<file path="src/rtl/tt_check_pkg.sv">
// rtl/tt_check_pkg.sv - shared types and constants for the truth-table response checker
//
// Purpose: the FSM state encoding, the default input width and the
//          table-depth helper used by tt_response_checker and its
//          mismatch counter.
package tt_check_pkg;

  localparam int N_IN_DEFAULT = 6;

  typedef enum logic [1:0] {
    ST_IDLE    = 2'd0,
    ST_CAPTURE = 2'd1,
    ST_COMPARE = 2'd2,
    ST_DONE    = 2'd3
  } tt_state_e;

  // Number of truth-table entries for an n-bit input vector.
  function automatic int depth_of(input int n);
    return 1 << n;
  endfunction

endpackage

</file>
<file path="src/rtl/tt_mismatch_counter.sv">
// rtl/tt_mismatch_counter.sv - walks the captured table against golden, one entry per cycle
//
// Purpose: compare sequencing for tt_response_checker.
// Ports:
//   CK, reset          clock / asynchronous active-low reset
//   clr                clear index and results (run start)
//   cmp_en             compare the entry at the current index this cycle
//   captured, golden   tables being compared
//   cmp_hit            current entry differs (only while cmp_en)
//   cmp_last           current index is the final entry
//   mismatch_cnt       number of differing entries seen so far
//   first_fail_vec     lowest differing index
//   first_fail_valid   first_fail_vec is meaningful
module tt_mismatch_counter
  import tt_check_pkg::*;
#(
  parameter int N_IN = N_IN_DEFAULT
) (
  input  logic                        CK,
  input  logic                        reset,
  input  logic                        clr,
  input  logic                        cmp_en,
  input  logic [depth_of(N_IN)-1:0]   captured,
  input  logic [depth_of(N_IN)-1:0]   golden,
  output logic                        cmp_hit,
  output logic                        cmp_last,
  output logic [N_IN:0]               mismatch_cnt,
  output logic [N_IN-1:0]             first_fail_vec,
  output logic                        first_fail_valid
);

  localparam int DEPTH = depth_of(N_IN);

  logic [N_IN-1:0] cmp_idx_q, cmp_idx_d;
  logic [N_IN:0]   mismatch_cnt_q, mismatch_cnt_d;
  logic [N_IN-1:0] first_fail_vec_q, first_fail_vec_d;
  logic            first_fail_valid_q, first_fail_valid_d;

  always_comb begin
    cmp_hit            = cmp_en && (captured[cmp_idx_q] != golden[cmp_idx_q]);
    cmp_last           = (cmp_idx_q == N_IN'(DEPTH - 1));
    cmp_idx_d          = cmp_idx_q;
    mismatch_cnt_d     = mismatch_cnt_q;
    first_fail_vec_d   = first_fail_vec_q;
    first_fail_valid_d = first_fail_valid_q;

    if (clr) begin
      cmp_idx_d          = '0;
      mismatch_cnt_d     = '0;
      first_fail_vec_d   = '0;
      first_fail_valid_d = 1'b0;
    end else if (cmp_en) begin
      // The index wraps back to 0 after the last entry, ready for the next run.
      cmp_idx_d = cmp_idx_q + N_IN'(1);
      if (cmp_hit) begin
        // At most DEPTH increments per run, so the N_IN+1 bit count cannot wrap.
        mismatch_cnt_d = mismatch_cnt_q + (N_IN + 1)'(1);
        if (!first_fail_valid_q) begin
          first_fail_vec_d   = cmp_idx_q;
          first_fail_valid_d = 1'b1;
        end
      end
    end
  end

  always_ff @(posedge CK or negedge reset) begin
    if (!reset) begin
      cmp_idx_q          <= '0;
      mismatch_cnt_q     <= '0;
      first_fail_vec_q   <= '0;
      first_fail_valid_q <= 1'b0;
    end else begin
      cmp_idx_q          <= cmp_idx_d;
      mismatch_cnt_q     <= mismatch_cnt_d;
      first_fail_vec_q   <= first_fail_vec_d;
      first_fail_valid_q <= first_fail_valid_d;
    end
  end

  assign mismatch_cnt     = mismatch_cnt_q;
  assign first_fail_vec   = first_fail_vec_q;
  assign first_fail_valid = first_fail_valid_q;

endmodule

</file>
<file path="config.mk">
export PLATFORM = sky130hd
export DESIGN_NAME = tt_mismatch_counter
export DESIGN_NICKNAME = d
export VERILOG_FILES = /design/src/rtl/tt_check_pkg.sv /design/src/rtl/tt_mismatch_counter.sv
export SDC_FILE = /design/constraint.sdc
export NUM_CORES = 1
export LEC_CHECK = 0
export ABC_CLOCK_PERIOD_IN_PS = 4100
export BUFFER_PORTS_ARGS = -buffer_cell sky130_fd_sc_hd__buf_2
export CORE_MARGIN = 2
export CORE_UTILIZATION = 35
export DETAILED_ROUTE_END_ITERATION = 8
export HOLD_SLACK_MARGIN = 0.1
export MAX_ROUTING_LAYER = met4
export PLACE_DENSITY = 0.82
export SLEW_MARGIN = 25
export SYNTH_ARGS = -nofsm -noshare
export SYNTH_HDL_FRONTEND = slang
export SYNTH_SLANG_ARGS = --single-unit
export TNS_END_PERCENT = 30
</file>
<file path="constraint.sdc">
create_clock -name CK -period 4.1 [get_ports CK]
set_input_delay 0.615 -clock CK [delete_from_list [all_inputs] [get_ports CK]]
set_output_delay 0.615 -clock CK [all_outputs]
set_load 0.03 [all_outputs]
</file>
==> out/results.ini <==
[route]
first_pass_iters=4
wl_per_cell_um=16.4
drc=0
vias=2092
ant_nets=0
viasPerCell=5.42
drt_iter0_markers=75
drt-total-wl_um=6320

[synthesis]
ys_top_cells_by_count=mux4_2 (33), dfrtp_1 (20), nand2b_1 (17)
synth-edff-count=0
synth_area_um2=2060
ys_seq_area_share_pct=24.3
syn_avg_cell_area_um2=11.8
yosysMostFrequentCell=mux4_2
synth_area_leaders=mux4_2 (36%), dfrtp_1 (24%), nand2b_1 (5.2%)
syn-instance-count=175
yosys.area.top_type=mux4_2
synthesis.nets=309
synth.distinct_cells=43
synth-seq-cells=20
ys_async_sr_fraction_pct=100
synthFlopType=dfrtp_1
yosys_warnings=0
yosys.area.top_type_share_pct=36.1

[placed_design]
gp_congestion=0.861
port_buffers=147
dp.cells=382
hpwlAfterDp_um=5280
dpl_worst_slack_ns=0.727

[layout]
area_delta_synth_final_pct=40.5
n_antenna_cell=0
post_route_cells_drive_above_1_share_pct=61.5
regArea_um2=502
final_cell_count_no_fill=386
multiInputGateArea_um2=1460
nets=449
fillers=541

[timing]
post-route-period-util_pct=88.3
fin_ws_ns=0.478
max_freq_mhz=276
drv_slew=0
relSlewSlack_pct=68.1
rsz0062_at_grt=no
setup_violations=0
clock_skew_ns=0.00610
setup_tns_ns=0
tightest_slew_ns=0.478
period_needed_ns=3.62
hold_viol=0

[pwr]
switchingPower_mw=0.194
internal-power_mw=0.435
vdd_drop_max_mv=0.121
seqPwrFrac_pct=35.0
switching_share_pct=30.9
p_per_area_nw_per_um2=218
clockPowerShare_pct=20.7
power_frac_comb_pct=44.3
leakage_nw=1.32

[run]
maxCapViolations=0

[worst_setup_path]
rr_worst_depth=9
path_max_fanout=30
worst_ep_required_time_ns=3.48
r2r_end=mismatch_cnt[5]
rrSetupSlack_ns=0.99
timing.rr.start=cmp_idx_q[0]
cp.arrival_ns=3.01
cp-start-kind=flip-flop
path_class=flip-flop to output port
end_kind=output port

[die]
die_w_um=80.7
die_y_um=80.7
dieArea_um2=6510
start_util_pct=36.7
pin_count=148
fp-row-count=27
core-area_um2=5610

[clock_network]
worstSkewPairLatency_ns=0.25
postCtsHoldBufs=0
post_cts_buffers=0
h-tree-depth=1
numCtsBuffers=3
cts_tree=done
cts_resized=0
cts_sinks=20
root_buffer=clkbuf_8
clk_pin_slew_worst_paths_ns=0.07
cts_buffer_depth=2

[global_routing]
gr-total-overflow=0
antenna_found_initial=0
grt_usage_pct=20.9
grt_pass1_wl_um=10200
grt_max_degree=31
grt_pass1_vias=2333

[min_path]
min_path_type=primary input to async pin

[status]
status=completed

==> power by group through the flow <==
stage               clock network [mW]  registers (mW)  logic (mW)
finish                           0.131           0.220       0.279
detailed placement                   0           0.224       0.282
floorplan                            0           0.226       0.177
global placement                     0           0.224       0.273
CTS                              0.136           0.220       0.282
global route                     0.146           0.222       0.302
==> state kept, by name (all words and copies together), names as in the netlist <==
signal	flops
first_fail_vec	6
first_fail_valid	1
cmp_idx_q	6
mismatch_cnt	7
==> layer usage <==
layer	vias up	GRT usage (%)	part of all wire [%]
met5	-	-	0
met4	0	10.5	3.2
met3	24	2.47	7.1
met2	121	36.4	51
met1	970	23.7	38
li1	977	-	-
==> cell families after synthesis <==
kind of cell	count (synthesis)	synth area share (%)
xor gates and xnor gates	5	2.13
and+or+nand+nor	53	14.8
adders and majority gates	2	1.22
buffers and inverters	20	4.80
DFF	20	24.3
AOI/OAI and AO/OA	30	10.7
muxes	45	42.1
==> worst max-delay path: stages, from the launching register on <==
cell and delay [ns]:
dfrtp_2 0.51, buf_12 0.27, mux4_2 0.54, a221oi_1 0.33, a221oi_1 0.14, a311oi_2 0.26, xor2_1 0.15, nor2_1 0.27
buf_2 0.26
==> final cells by class <==
class                           instances  share of cell area, %
Clock buffer                            4                   1.56
Inverter                                3                  0.389
Sequential cell                        20                   17.3
Tap cell                               72                   3.11
Multi-Input combinational cell        135                   50.4
Timing Repair Buffer                  152                   27.2
==> cells in the final DEF, fill, tap and decap left out, types with 2 or more instances in the layout <==
cell      netlist  layout
a21oi_1         5       5
nand2b_1       17      17
or3_1           4       4
buf_4           1       4
o21ai_0         5       5
clkbuf_8        0       3
dfrtp_1        20      19
a22oi_1         6       6
nor2b_1         3       3
mux4_2         33      33
nand2_1         7       7
nor2_1          8       8
nand4_1         3       3
mux2i_1        10      10
a221oi_1        3       3
buf_2           4     147
ha_1            2       2
a31oi_1         2       2
xnor2_1         2       2
inv_1           3       3
nand3_1         3       3
xor2_1          3       3
==> worst max-delay path by stage <==
stage	end	startpoint
2_1_floorplan	cmp_hit	cmp_idx_q[0]
3_3_place_gp	cmp_hit	cmp_idx_q[0]
3_5_place_dp	cmp_hit	cmp_idx_q[0]
4_1_cts	cmp_hit	cmp_idx_q[0]
5_1_grt	cmp_hit	cmp_idx_q[0]
6_report	cmp_hit	cmp_idx_q[0]
==> through the flow <==
stage	cell area, um2	util [%]	power [mW]	hold slack (ns)
2_1_floorplan	2060	-	0.403	0.319
3_3_place_gp	2850	50.8	0.496	0.528
3_5_place_dp	2850	50.8	0.506	0.535
4_1_cts	2890	51.6	0.639	0.305
5_1_grt	2890	51.6	0.670	0.323
6_report	2890	51.6	0.629	0.297
Power figures use the tool's default switching activity.
